--- config.mk ---
export PLATFORM = sky130hd
export DESIGN_NAME = pc_sequencer
export DESIGN_NICKNAME = d
export VERILOG_FILES = /design/src/rtl/pc_sequencer_pkg.sv /design/src/rtl/pc_sequencer_target.sv /design/src/rtl/pc_sequencer.sv
export SDC_FILE = /design/constraint.sdc
export NUM_CORES = 1
export LEC_CHECK = 0
export ABC_CLOCK_PERIOD_IN_PS = 5900
export BUFFER_PORTS_ARGS = -buffer_cell sky130_fd_sc_hd__buf_2
export CORE_MARGIN = 3
export CORE_UTILIZATION = 50
export CTS_BUF_LIST = sky130_fd_sc_hd__clkbuf_4 sky130_fd_sc_hd__clkbuf_8
export CTS_CLUSTER_DIAMETER = 60
export DETAILED_ROUTE_END_ITERATION = 8
export GPL_ROUTABILITY_DRIVEN = 0
export GPL_TIMING_DRIVEN = 0
export PLACE_DENSITY = 0.82
export RECOVER_POWER = 50
export SLEW_MARGIN = 20
export SYNTH_ARGS = -nofsm -noshare
export SYNTH_HDL_FRONTEND = slang
export SYNTH_SLANG_ARGS = --single-unit
export TNS_END_PERCENT = 1
--- constraint.sdc ---
create_clock -name clk -period 5.9 [get_ports clk]
set_input_delay 1.18 -clock clk [delete_from_list [all_inputs] [get_ports clk]]
set_output_delay 1.18 -clock clk [all_outputs]
set_load 0.05 [all_outputs]
--- src/rtl/pc_sequencer_pkg.sv ---
// Shared encodings for the PC sequencer: next-PC operations and FSM states.
package pc_sequencer_pkg;

  // Next-PC operation as delivered by the EX stage.
  typedef enum logic [4:0] {
    NPC_PLUS4  = 5'd0,
    NPC_BRANCH = 5'd1,
    NPC_JUMP   = 5'd2,
    NPC_JALR   = 5'd3,
    NPC_MRET   = 5'd4
  } npc_op_e;

  // Sequencer FSM: normal fetch or killing younger stages after a redirect.
  typedef enum logic [0:0] {
    ST_RUN   = 1'b0,
    ST_FLUSH = 1'b1
  } seq_state_e;

  // True for every operation that replaces the sequential PC.
  function automatic logic is_redirect(input logic [4:0] op);
    logic r;
    case (op)
      NPC_BRANCH, NPC_JUMP, NPC_JALR, NPC_MRET: r = 1'b1;
      default:                                  r = 1'b0;
    endcase
    return r;
  endfunction

endpackage

--- src/rtl/pc_sequencer_target.sv ---
// pc_target_calc: combinational redirect-target selection and
// misalignment detection (bit 1 of a redirect target set).
module pc_target_calc
  import pc_sequencer_pkg::*;
#(
  parameter int XLEN = 32
) (
  input  logic [4:0]      npc_op,
  input  logic [XLEN-1:0] ex_pc,
  input  logic [XLEN-1:0] imm,
  input  logic [XLEN-1:0] aluout,
  input  logic [XLEN-1:0] epc,
  output logic            redirect,
  output logic [XLEN-1:0] target,
  output logic            misaligned
);

  logic [XLEN-1:0] target_s;

  // Select the redirect target; undefined operations fall back to sequential fetch.
  always_comb begin
    target_s = {XLEN{1'b0}};
    case (npc_op)
      NPC_BRANCH, NPC_JUMP: target_s = ex_pc + imm;
      NPC_JALR:             target_s = {aluout[XLEN-1:1], 1'b0};
      NPC_MRET:             target_s = epc;
      default:              target_s = {XLEN{1'b0}};
    endcase
  end

  assign redirect   = is_redirect(npc_op);
  assign target     = target_s;
  assign misaligned = redirect & target_s[1];

endmodule

--- src/rtl/pc_sequencer.sv ---
// pc_sequencer: fetch-PC register with trap/redirect/stall priority,
// a RUN/FLUSH state machine that kills younger stages, and a sticky
// misaligned-target fault with the offending address.
module pc_sequencer
  import pc_sequencer_pkg::*;
#(
  parameter int              XLEN         = 32,
  parameter logic [XLEN-1:0] RESET_VEC    = 32'h0000_0000,
  parameter logic [XLEN-1:0] TRAP_VEC     = 32'h0000_0100,
  parameter int              FLUSH_CYCLES = 2
) (
  input  logic            clk,
  input  logic            rst,
  input  logic            stall,
  input  logic [4:0]      npc_op,
  input  logic [XLEN-1:0] ex_pc,
  input  logic [XLEN-1:0] imm,
  input  logic [XLEN-1:0] aluout,
  input  logic [XLEN-1:0] epc,
  input  logic            exc,
  input  logic            fault_clr,
  output logic [XLEN-1:0] pc,
  output logic            flush,
  output logic            mis_fault,
  output logic [XLEN-1:0] fault_pc
);

  localparam int              CNT_W    = $clog2(FLUSH_CYCLES + 1);
  localparam logic [CNT_W-1:0] CNT_ZERO = {CNT_W{1'b0}};
  localparam logic [CNT_W-1:0] CNT_ONE  = CNT_W'(1);
  localparam logic [CNT_W-1:0] CNT_LAST = CNT_W'(FLUSH_CYCLES - 1);
  localparam logic [XLEN-1:0]  PC_STEP  = XLEN'(4);

  logic            redirect_s;
  logic            misaligned_s;
  logic [XLEN-1:0] target_s;
  logic [XLEN-1:0] next_pc_s;
  logic            event_s;
  logic            trap_mis_s;

  logic [XLEN-1:0] pc_r;
  logic            flush_r;
  logic            mis_fault_r;
  logic [XLEN-1:0] fault_pc_r;
  seq_state_e      state_r;
  logic [CNT_W-1:0] cnt_r;

  pc_target_calc #(.XLEN(XLEN)) u_target (
    .npc_op     (npc_op),
    .ex_pc      (ex_pc),
    .imm        (imm),
    .aluout     (aluout),
    .epc        (epc),
    .redirect   (redirect_s),
    .target     (target_s),
    .misaligned (misaligned_s)
  );

  // Next-PC priority: exception, then redirect (trapping if misaligned), then stall, then +4.
  always_comb begin
    next_pc_s  = pc_r;
    event_s    = 1'b0;
    trap_mis_s = 1'b0;
    if (exc) begin
      next_pc_s = TRAP_VEC;
      event_s   = 1'b1;
    end else if (redirect_s) begin
      event_s = 1'b1;
      if (misaligned_s) begin
        next_pc_s  = TRAP_VEC;
        trap_mis_s = 1'b1;
      end else begin
        next_pc_s = target_s;
      end
    end else if (stall) begin
      next_pc_s = pc_r;
    end else begin
      next_pc_s = pc_r + PC_STEP;
    end
  end

  // Fetch PC register.
  always_ff @(posedge clk or posedge rst) begin
    if (rst) begin
      pc_r <= RESET_VEC;
    end else begin
      pc_r <= next_pc_s;
    end
  end

  // RUN/FLUSH state machine; any new event restarts the flush window.
  always_ff @(posedge clk or posedge rst) begin
    if (rst) begin
      state_r <= ST_RUN;
      cnt_r   <= CNT_ZERO;
      flush_r <= 1'b0;
    end else begin
      case (state_r)
        ST_RUN: begin
          if (event_s) begin
            state_r <= ST_FLUSH;
            cnt_r   <= CNT_ZERO;
            flush_r <= 1'b1;
          end else begin
            state_r <= ST_RUN;
            cnt_r   <= CNT_ZERO;
            flush_r <= 1'b0;
          end
        end
        ST_FLUSH: begin
          if (event_s) begin
            state_r <= ST_FLUSH;
            cnt_r   <= CNT_ZERO;
            flush_r <= 1'b1;
          end else if (cnt_r == CNT_LAST) begin
            state_r <= ST_RUN;
            cnt_r   <= CNT_ZERO;
            flush_r <= 1'b0;
          end else begin
            state_r <= ST_FLUSH;
            cnt_r   <= cnt_r + CNT_ONE;
            flush_r <= 1'b1;
          end
        end
        default: begin
          state_r <= ST_RUN;
          cnt_r   <= CNT_ZERO;
          flush_r <= 1'b0;
        end
      endcase
    end
  end

  // Sticky misaligned fault; a new trap beats a simultaneous clear.
  always_ff @(posedge clk or posedge rst) begin
    if (rst) begin
      mis_fault_r <= 1'b0;
      fault_pc_r  <= {XLEN{1'b0}};
    end else if (trap_mis_s) begin
      mis_fault_r <= 1'b1;
      fault_pc_r  <= target_s;
    end else if (fault_clr) begin
      mis_fault_r <= 1'b0;
    end else begin
      mis_fault_r <= mis_fault_r;
    end
  end

  assign pc        = pc_r;
  assign flush     = flush_r;
  assign mis_fault = mis_fault_r;
  assign fault_pc  = fault_pc_r;

endmodule

* Word-level counts from Yosys, hierarchy flattened
Cells that the tools add are included.
Cells by class: add/sub/neg operators 3, equality and inequality tests 6, mux-type cells 20, bitwise logic cells 2, reduce and logical (&&, ||, !) cells 3
Operators by type and width (number):
- 32-bit 2-to-1 mux | 4
- 32-bit one-hot mux with 3 select lines | 1
- 32-bit by 3-bit adder with 32-bit output, second input constant | 1
- 32-bit adder | 1
- 1-bit 2-to-1 mux | 11
- 5-bit by 2-bit == test with 1-bit output, second input constant | 2
- 5-bit by 1-bit == test with 1-bit output, second input constant | 1
- 5-bit by 3-bit == test with 1-bit output, second input constant | 1
- 2-bit 2-to-1 mux | 2
- 2-bit one-hot mux with 2 select lines | 1
- 4-bit OR reduction | 1
- 3-bit by 1-bit inequality test with 1-bit output, second input constant | 1
- 2-bit by 1-bit adder with 2-bit output, second input constant | 1
- 2-bit by 1-bit == test with 1-bit output, second input constant | 1
- 1-bit one-hot mux with 2 select lines | 1
- 2-bit nonzero test | 1
- 2-bit OR reduction | 1
- 1-bit bitwise AND | 1
- 1-bit NOT | 1
Word-level totals: bits in registers 68, logic and storage cells 39

* Depth between registers and ports, before layout
Gate-level depths: netlist of the first run.
word-level depth 8, gate-level depth with buffers 11, mapped depth without buffers 11

* Hierarchy
From an unflattened synthesis of the first run, not the netlist that was laid out.
Unflattened totals: cells, all modules 678, area total of the unflattened synthesis 5691.7 µm²
Modules (own cells, without submodules):
- pc_sequencer | times used 1, cells an instance 337, area each 3392.0 µm², sequential area each 1701.6 µm²
- pc_target_calc | times used 1, cells an instance 341, area each 2299.7 µm², sequential area each 0.0 µm²

* Worst setup path after synthesis of the first run
No wires, ideal clock.
kind input port to flip-flop, start point in ex_pc[7], end point reg pc_r[27], in the netlist pc[27], library setup time 0.138 ns, arrival time 3.305 ns, setup slack 2.457 ns, stages 10, cell sequence ha_1 -> buf_2 -> nand4_1 -> a2111oi_2 -> nor4b_2 -> a21bo_2 -> o311ai_4 -> xor2_1 -> a222oi_1 -> o22ai_1
Between the ends: cells in the longest elaborated chain, start to end 5
Ends and longest elaborated chain:
- start, declared | line pc_sequencer.sv:16 | input logic [XLEN-1:0] ex_pc,
- 32-bit adder | line pc_sequencer_target.sv:24 | NPC_BRANCH, NPC_JUMP: target_s = ex_pc + imm;
- 32-bit one-hot mux with 3 select lines | line pc_sequencer_target.sv:23 | case (npc_op)
- 32-bit 2-to-1 mux | line pc_sequencer.sv:69 | if (misaligned_s) begin
- 32-bit 2-to-1 mux | line pc_sequencer.sv:67 | end else if (redirect_s) begin
- 32-bit 2-to-1 mux | line pc_sequencer.sv:64 | if (exc) begin
- end signal, assigned | line pc_sequencer.sv:87 | pc_r <= next_pc_s;
- end, declared | line pc_sequencer.sv:41 | logic [XLEN-1:0] pc_r;
No other way between the ends. A chain may end at the register's enable or synchronous reset.

* Final worst setup path of the first run
start point in ex_pc[2], end point reg fault_pc_r[15], in the netlist fault_pc[15]
Between the ends: cells in the longest elaborated chain, start to end 2
Ends and longest elaborated chain:
- 32-bit adder | line pc_sequencer_target.sv:24
- 32-bit one-hot mux with 3 select lines | line pc_sequencer_target.sv:23
- end signal, assigned | line pc_sequencer.sv:138 | fault_pc_r <= {XLEN{1'b0}};
- end signal, assigned | line pc_sequencer.sv:141 | fault_pc_r <= target_s;
- end, declared | line pc_sequencer.sv:44 | logic [XLEN-1:0] fault_pc_r;
No other way between the ends.

==> results.py, run 1 <==
metrics = {
    "floorplan": {
        "core_sq_um": 9950,
        "die_area_sq_um": 11700,
        "die_w_microns": 108,
        "rows": 36,
        "io_pins": 204,
        "initial_utilization": 0.525,
        "die_h_microns": 108,
    },
    "logic_synthesis": {
        "netlist.area_leader.share": 0.326,
        "seq_area_frac_synth": 0.326,
        "synth_area_per_cell_sq_um": 8.48,
        "synth_edf_count": 0,
        "yosysMostFrequentCell": "nand2_1",
        "synth.distinct_cells": 62,
        "yosys_register_bits": 68,
        "synthCells": 616,
        "synthTopCellsByArea": "dfrtp_1 33%, ha_1 7.7%, nand2_1 6.0%, xor2_1 4.9%, a222oi_1 4.6%",
        "postSynthNetCount": 787,
        "synth_ff_type": "dfrtp_1",
        "synth.yosys.warnings": 0,
        "syn_area_sq_um": 5230,
        "yosys.area.top_type": "dfrtp_1",
        "netlist_top_cells_count": "83 x nand2_1, 68 x dfrtp_1, 34 x nor2_1",
        "async_flop_share": 1.00,
    },
    "clock_tree": {
        "clk_path_buf_depth": 2,
        "cts.sinks": 68,
        "numCtsBuffers": 9,
        "post_cts_buffers": 0,
        "insertion_delay_ns": 0.35,
        "ctsResizeCount": 0,
        "cts-root-buf": "clkbuf_8",
        "clk_pin_slew_ns": 0.07,
        "cts_tree": "done",
        "holdBufCountCts": 0,
        "cts_max_level": 3,
    },
    "route": {
        "ant_nets": 0,
        "viasPerCell": 6.12,
        "drt_iter0_drc": 550,
        "wl_per_cell_microns": 18.8,
        "vias": 5916,
        "drt-pass1-iter-count": 7,
        "routed_wl_microns": 18200,
        "drc_errors": 0,
    },
    "layout": {
        "multi_input_area_sq_um": 3300,
        "fin_cells": 967,
        "n_antenna_cell": 0,
        "area_delta_synth_final_pct": 26.3,
        "final-seq-area_sq_um": 1700,
        "fin_nets": 1000,
        "final_layout_size_suffix_gt1_frac": 0.247,
        "fillers": 858,
    },
    "sta": {
        "slew_headroom": -0.687,
        "setup-tns-final_ns": 0,
        "skew_ns": 0.00802,
        "finalHoldViolations": 0,
        "tightest_slew_ns": 2.53,
        "fmax_mhz": 263,
        "slew_viol_final": 49,
        "rsz0062_at_grt": "no",
        "setup_viol": 0,
        "fin_crit_ns": 3.80,
        "timing.final.crit_share": 0.645,
    },
    "power_and_ir_drop": {
        "peakVddDrop_uv": 157,
        "power_switching_share": 0.359,
        "power.switching_mw": 0.527,
        "pwr-share-seq": 0.355,
        "p_comb_frac": 0.330,
        "p_leak_nw": 3.07,
        "internal_power_mw": 0.942,
        "clkPwrFrac": 0.315,
        "power.density_nw_per_um2": 223,
    },
    "worst_setup_path": {
        "end_kind": "flip-flop",
        "critPathRequiredTime_ns": 6.10,
        "cp_slowest_cell": "a222oi_1",
        "path_cells": "buf_2, ha_1, a21oi_1, a2111oi_2, nor4b_2, a21bo_2, nand2_1, xor2_1, a222oi_1, o21ai_0",
        "worstPathArrival_ns": 4.01,
        "crit_type": "input pin to flip-flop",
        "cp_max_fo": 6,
        "critPathMaxStageDelay_ns": 0.69,
        "worstSetupStartpointType": "input pin",
        "r2r_cells": 8,
    },
    "run_status": {
        "violations": "capacitance limit, slew limit",
        "outcome": "finished, violations left",
    },
    "worst_hold_path": {
        "worstHoldPathType": "flip-flop to flip-flop",
        "min_path_cells": 2,
    },
    "grt": {
        "grt_pass1_vias": 5585,
        "grt_usage": 0.308,
        "grt_pass1_wl_microns": 28200,
        "antenna_found_initial": 0,
        "grt_overflow": 0,
        "grt_max_degree": 49,
    },
    "placement": {
        "io_buffers": 201,
        "placedCellCount": 951,
        "hpwl_microns": 14800,
    },
    "flow_run": {
        "maxCapViolations": 1,
    },
}
[worst paths after layout]
check	endpoint	slack, ns	from
setup / recovery	fault_pc[15]$_DFFE_PP0P_	2.10	ex_pc[2]
hold / removal	fault_pc[9]$_DFFE_PP0P_	0.48	fault_pc[9]$_DFFE_PP0P_
setup reg to reg	pc[29]$_DFFE_PP0N_	3.53	pc[2]$_DFFE_PP0N_
hold reg to reg	fault_pc[9]$_DFFE_PP0P_	0.48	fault_pc[9]$_DFFE_PP0P_
max in group asynchronous	fault_pc[6]$_DFFE_PP0P_	2.15	rst
min in group asynchronous	pc[26]$_DFFE_PP0N_	0.95	rst
[through the flow]
stage	instance area (sq um)	hold slack (ns)	utilization	setup WS [ns]	power, mW
floorplan	5230	0.448	-	2.46	0.856
detailed placement	6430	0.469	0.646	1.85	1.01
global route	6600	0.515	0.663	1.60	1.53
finish	6600	0.481	0.663	2.10	1.47
global placement	6400	0.462	0.643	1.94	0.997
CTS	6670	0.484	0.670	2.20	1.47
[cells by family after synthesis]
group | after synthesis | share of synthesized area
muxes | 5 | 0.00958
and+or+nand+nor | 191 | 0.171
adders and majority gates | 33 | 0.0805
buffers and inverters | 56 | 0.0431
AOI/OAI and AO/OA | 212 | 0.284
DFF | 68 | 0.326
xor gates and xnor gates | 51 | 0.0855
[flip-flops by register name (all words and copies together) (netlist names)]
name / flops
fault_pc: 32
state_r: 1
mis_fault: 1
pc: 32
cnt_r: 2
[layout make-up]
| type | instances | area share |
|---|---|---|
| multi-input cells | 492 | 0.500 |
| flip-flops and latches | 68 | 0.258 |
| repair buffers | 202 | 0.147 |
| well taps | 133 | 0.0252 |
| plain buffers | 37 | 0.0233 |
| clock buffers | 11 | 0.0210 |
| clock inverters | 5 | 0.0152 |
| inverters | 19 | 0.0110 |
[power by group through the flow]
| stage | clock [mW] | sequential, mW | combinational, mW |
|---|---|---|---|
| 6_report | 0.463 | 0.521 | 0.485 |
| 5_1_grt | 0.484 | 0.524 | 0.524 |
| 4_1_cts | 0.465 | 0.519 | 0.486 |
| 3_5_place_dp | 0 | 0.528 | 0.483 |
| 3_3_place_gp | 0 | 0.526 | 0.470 |
| 2_1_floorplan | 0 | 0.629 | 0.227 |
[critical path, delay by kind of cell]
kind / cells / cell delay (ns)
compound gates: 5 / 1.63
fa+ha+maj: 1 / 0.34
xor+xnor: 1 / 0.16
buf+inv: 1 / 0.10
simple gates: 2 / 0.59
[placed cells by master, fill, tap and decap left out, drive strengths merged, types with 5 or more instances in the layout]
master / Yosys / final
o21a: 7 / 7
and2: 6 / 6
a21o: 12 / 12
a22o: 5 / 5
a21oi: 33 / 33
clkbuf: 28 / 73
o21ai: 53 / 53
nor3: 12 / 12
o21bai: 5 / 5
ha: 32 / 32
xnor2: 22 / 22
o211ai: 8 / 8
dfrtp: 68 / 68
nand2: 84 / 84
a22oi: 5 / 5
and3: 7 / 7
nor2: 34 / 34
o22ai: 20 / 20
or2: 5 / 5
inv: 19 / 18
a222oi: 24 / 24
a31oi: 6 / 6
xor2: 29 / 29
nand3: 13 / 13
nand4: 15 / 15
buf: 9 / 177
a211oi: 8 / 8
mux2i: 5 / 5
[routing by layer]
metal	vias to the layer above	global-route usage	part of all wire
met2	373	0.512	0.46
met1	2752	0.406	0.40
met5	-	0	0
met3	48	0.0496	0.11
li1	2743	-	-
met4	0	0.110	0.030
No activity file was read; power rests on OpenSTA's default activity.
==> run 2: changes to the inputs <==
ABC_CLOCK_PERIOD_IN_PS = 3340   (was 5900)
CORE_UTILIZATION = 46   (was 50)
PLACE_DENSITY = 0.79   (was 0.82)
clock period = 3.34 ns   (was 5.9 ns; I/O delays follow)
==> run 2 against run 1 <==
The flow now finishes without violations. Die area rose by 8.2%. Cell area rose by 0.57%. Sequential power rose by 76%. First-iteration DRC count rose by 11%. Clock skew rose by 0.0033 ns. Register-to-register slack got worse by 2.6 ns. Total power rose by 78%. Worst hold slack got worse by 0.11 ns. Utilization fell by 5.9 points. Critical path type unchanged.
==> results.py, run 2 (synthesis gave the netlist of run 1 again) <==
metrics = {
    "worst_setup_path": {
        "worstPathArrival_ns": 3.37,
        "cp_max_fo": 6,
        "worstSetupStartpointType": "input pin",
        "critPathRequiredTime_ns": 3.56,
        "crit_type": "input pin to flip-flop",
        "end_kind": "flip-flop",
        "r2r_cells": 8,
    },
    "placement": {
        "pre_cts_slack_ns": -0.221,
        "dpl_cell_area_sq_um": 6440,
        "io_buffers": 201,
        "placedCellCount": 958,
        "hpwl_microns": 14500,
    },
    "power_and_ir_drop": {
        "power.density_nw_per_um2": 395,
        "finalPower_mw": 2.62,
        "p_leak_nw": 3.09,
        "peakVddDrop_uv": 242,
    },
    "grt": {
        "grt_usage": 0.278,
        "grt_max_degree": 54,
        "grt_pass1_vias": 5554,
        "grt_pass1_wl_microns": 28300,
        "antenna_found_initial": 0,
        "grt_overflow": 0,
    },
    "layout": {
        "fin_cells": 976,
        "area_delta_synth_final_pct": 27.0,
        "fin_nets": 1002,
        "mostFrequentLayoutCell": "buf_2",
        "final_layout_size_suffix_gt1_frac": 0.250,
        "n_antenna_cell": 0,
        "final_area_sq_um": 6640,
        "final_util": 0.604,
        "layout_common_cells": "176 x buf_2, 83 x nand2_1, 68 x dfrtp_1",
    },
    "floorplan": {
        "die_w_microns": 113,
        "die_area_sq_um": 12700,
        "die_h_microns": 113,
        "initial_utilization": 0.476,
        "rows": 38,
        "io_pins": 204,
        "core_sq_um": 11000,
    },
    "clock_tree": {
        "numCtsBuffers": 9,
        "cts_tree": "done",
        "cts.sinks": 68,
        "clk_path_buf_depth": 2,
        "clk_pin_slew_ns": 0.08,
        "cts-root-buf": "clkbuf_8",
        "cts_max_level": 3,
        "insertion_delay_ns": 0.36,
    },
    "worst_hold_path": {
        "worstHoldPathType": "input pin to asynchronous set/reset pin",
    },
    "route": {
        "wl_per_cell_microns": 18.1,
        "ant_nets": 0,
        "drt_iter0_drc": 609,
        "drc_errors": 0,
        "drt-pass1-iter-count": 8,
        "viasPerCell": 5.94,
        "routed_wl_microns": 17600,
        "vias": 5801,
    },
    "sta": {
        "skew_ns": 0.0114,
        "tightest_slew_ns": 1.28,
        "setup-tns-final_ns": 0,
        "hold-worst-slack_ns": 0.370,
        "finalHoldViolations": 0,
        "timing.final.crit_share": 0.945,
        "setup_viol": 0,
        "setup_ws_ns": 0.184,
        "fmax_mhz": 317,
        "slew_headroom": 0.146,
        "rsz0062_at_grt": "no",
        "slew_viol_final": 0,
        "fin_crit_ns": 3.16,
    },
    "flow_run": {
        "maxCapViolations": 0,
    },
    "run_status": {
        "outcome": "complete, no violations",
    },
}
run 2: cell types whose count changed in the layout (fill, tap and decap cells not counted):
cell,delta
clkinv_2,-1
clkbuf_8,+2
clkbuf_2,+2
clkbuf_4,-1
buf_4,+1
clkbuf_1,-1
run 2: layout make-up:
type	count	area (sq um)
clock buffers	12	159
repair buffers	204	982
flip-flops and latches	68	1700
plain buffers	37	154
clock inverters	4	95.1
fillers	1038	4350
multi-input cells	492	3300
well taps	140	175
inverters	19	72.6
run 2: timing repair:
item,in CTS,in global routing
hold buffers,0,0
gates resized for setup,0,0
setup buffers,0,1
setup endpoints to repair,0,2
run 2: final timing paths:
path                                             to  slack, ns               startpoint
setup reg to reg                 pc[29]$_DFFE_PP0N_       0.97        pc[4]$_DFFE_PP0N_
max in group asynchronous  fault_pc[29]$_DFFE_PP0P_       1.32                      rst
min in group clk            fault_pc[1]$_DFFE_PP0P_       0.48  fault_pc[1]$_DFFE_PP0P_
setup / recovery           fault_pc[15]$_DFFE_PP0P_       0.18                 ex_pc[2]
hold / removal                    pc[5]$_DFFE_PP0N_       0.37                      rst
hold reg to reg             fault_pc[1]$_DFFE_PP0P_       0.48  fault_pc[1]$_DFFE_PP0P_
run 2: where the power goes:
group / internal [mW] / leakage (nW) / switching, mW
Combinational: 0.276 / 2.03 / 0.570
Sequential: 0.877 / 0.926 / 0.0398
Clock: 0.544 / 0.130 / 0.314
run 2: critical path, stage by stage:
cell and delay (ns):
buf_2 0.10, ha_1 0.34, a21oi_1 0.34, a2111oi_2 0.13, nor4b_2 0.47, a21bo_2 0.31
nand2_1 0.11, xor2_1 0.15, a222oi_1 0.58, o21ai_0 0.17
run 2: metal layers:
metal	share of wire	vias up	track usage	routed length [microns]
li1	-	2747	-	-
met1	0.41	2721	0.370	7170
met2	0.47	297	0.449	8320
met3	0.092	36	0.0501	1620
met4	0.030	0	0.107	524
met5	0	-	0	0
==> run 3: changes to the inputs <==
BUFFER_PORTS_ARGS = default   (was -buffer_cell sky130_fd_sc_hd__buf_2)
CORE_UTILIZATION = 50   (was 46)
DONT_BUFFER_PORTS = 1   (was default)
PLACE_DENSITY = 0.68   (was 0.79)
==> run 3 against run 2 <==
The flow now finishes with violations (capacitance limit, slew limit). Register-to-register slack got worse by 0.40 ns. Non-clock buffer count fell by 201. Worst hold slack improved by 0.023 ns. Utilization fell by 3.5 points. Sequential power rose by 22%. Total power fell by 4.2%. Clock skew fell by 0.0036 ns. Combinational power fell by 38%. Fmax fell by 3.3%. Clock power rose by 1%. First-iteration DRC count fell by 19%. Critical endpoint is now pc[16]$_DFFE_PP0N_. Largest power group unchanged.
==> results.py, run 3 (synthesis gave the netlist of run 1 again) <==
metrics = {
    "floorplan": {
        "rows": 36,
        "initial_utilization": 0.525,
        "io_pins": 204,
        "die_h_microns": 108,
        "die_area_sq_um": 11700,
        "core_sq_um": 9950,
        "die_w_microns": 108,
    },
    "route": {
        "drc_errors": 0,
        "met1_length_microns": 6990,
        "drt-pass1-iter-count": 7,
        "routed_wl_microns": 17400,
        "wl_met2_microns": 8130,
        "met3_length_microns": 1740,
        "ant_nets": 0,
        "vias": 5124,
        "viasPerCell": 6.67,
        "wl_per_cell_microns": 22.7,
        "routed.top_layer": "met4",
        "drt_iter0_drc": 494,
    },
    "layout": {
        "fin_nets": 801,
        "final_layout_size_suffix_gt1_frac": 0.0630,
        "fillers": 920,
        "n_antenna_cell": 0,
        "area_delta_synth_final_pct": 8.55,
        "fin_cells": 768,
        "layout_common_cells": "83 x nand2_1, 68 x dfrtp_1, 34 x nor2_1",
        "final_area_sq_um": 5670,
        "mostFrequentLayoutCell": "nand2_1",
    },
    "power_and_ir_drop": {
        "p_comb_frac": 0.209,
        "pwr-share-seq": 0.446,
        "clkPwrFrac": 0.345,
        "internal_power_mw": 1.62,
        "power.density_nw_per_um2": 443,
        "peakVddDrop_uv": 233,
        "power_switching_share": 0.357,
        "p_leak_nw": 2.35,
        "power.switching_mw": 0.895,
    },
    "clock_tree": {
        "holdBufCountCts": 0,
        "clk_pin_slew_ns": 0.08,
        "clk_path_buf_depth": 2,
        "cts-root-buf": "clkbuf_8",
        "numCtsBuffers": 9,
        "cts_max_level": 3,
        "insertion_delay_ns": 0.36,
        "cts.sinks": 68,
        "cts_tree": "done",
        "ctsResizeCount": 0,
    },
    "grt": {
        "grt_overflow": 0,
        "grt_max_degree": 39,
        "grt_usage": 0.296,
        "grt_pass1_vias": 4997,
        "antenna_found_initial": 0,
        "grt_pass1_wl_microns": 26700,
    },
    "worst_setup_path": {
        "end_kind": "flip-flop",
        "critPathRequiredTime_ns": 3.54,
        "worstPathArrival_ns": 3.46,
        "r2r_slack_ns": 0.57,
        "worstSetupStartpointType": "input pin",
        "crit_type": "input pin to flip-flop",
        "cp_max_fo": 3,
    },
    "flow_run": {
        "maxCapViolations": 1,
    },
    "sta": {
        "timing.final.crit_share": 0.977,
        "slew_viol_final": 39,
        "skew_ns": 0.00776,
        "setup_viol": 0,
        "fin_crit_ns": 3.26,
        "finalHoldViolations": 0,
        "fmax_mhz": 306,
        "rsz0062_at_grt": "yes",
        "tightest_slew_ns": 1.66,
        "slew_headroom": -0.110,
        "setup_ws_ns": 0.0759,
    },
    "placement": {
        "dpl_cell_area_sq_um": 5410,
        "pre_cts_slack_ns": -0.252,
        "hpwl_microns": 14000,
        "io_buffers": 0,
        "placedCellCount": 750,
    },
    "run_status": {
        "violations": "capacitance limit, slew limit",
        "outcome": "finished, violations left",
    },
    "worst_hold_path": {
        "worstHoldPathType": "input pin to flip-flop",
    },
}
## run 3: final timing paths
kind / start / endpoint / cells past startpoint
worst max-delay path: ex_pc[0] / pc[16]$_DFFE_PP0N_ / 11
worst max register to register: pc[2]$_DFFE_PP0N_ / pc[29]$_DFFE_PP0N_ / 8
worst min register to register: cnt_r[1]$_DFF_PP0_ / cnt_r[1]$_DFF_PP0_ / 1
min in group asynchronous: rst / pc[27]$_DFFE_PP0N_ / 1
max in group asynchronous: rst / fault_pc[10]$_DFFE_PP0P_ / 2
worst min-delay path: fault_clr / mis_fault$_DFFE_PP0P_ / 1
## run 3: what timing repair did
item,in CTS,in global routing
endpoints found under the setup margin,0,4
hold endpoints to repair,0,0
buffers inserted,0,1
## run 3: power by group through the flow
| stage | Combinational [mW] | Clock [mW] | Sequential [mW] |
|---|---|---|---|
| 3_3_place_gp | 0.499 | 0 | 1.13 |
| 2_1_floorplan | 0.400 | 0 | 1.11 |
| 6_report | 0.525 | 0.866 | 1.12 |
| 5_1_grt | 0.588 | 0.899 | 1.12 |
| 4_1_cts | 0.518 | 0.866 | 1.12 |
| 3_5_place_dp | 0.514 | 0 | 1.14 |
## run 3: critical path, stage by stage
cell and delay (ns):
ha_1 0.15, inv_1 0.06, fa_1 0.40, nor2b_1 0.20
o2111ai_1 0.18, a211oi_2 0.32, nor3_1 0.17, o21ai_1 0.21
xor2_1 0.12, a222oi_1 0.80, o22ai_1 0.19
## run 3: area by class of cell
cell class                 instances  area, sq um  share of cell area
buffer                            37          154              0.0271
clock buffer                      12          159              0.0280
inverter                          19         72.6              0.0128
timing repair buffer               3         25.0             0.00441
clock inverter                     4         95.1              0.0168
sequential                        68         1700               0.300
multi-input combinational        492         3300               0.582
tap                              133          166              0.0293
## run 3: routing by layer
layer | track usage | vias to the layer above
li1 | - | 2346
met4 | 0.111 | 0
met2 | 0.479 | 291
met1 | 0.380 | 2440
met3 | 0.0806 | 47
met5 | 0 | -
## run 3: per-stage QoR
step | hold WS [ns] | setup TNS, ns | util | power [mW]
after floorplan | 0.448 | 0 | - | 1.51
after global placement | 0.463 | -1.13 | 0.542 | 1.63
after detailed placement | 0.474 | -1.48 | 0.544 | 1.65
after CTS | 0.179 | 0 | 0.569 | 2.50
after global routing | 0.396 | -0.0478 | 0.570 | 2.61
final | 0.393 | 0 | 0.570 | 2.51
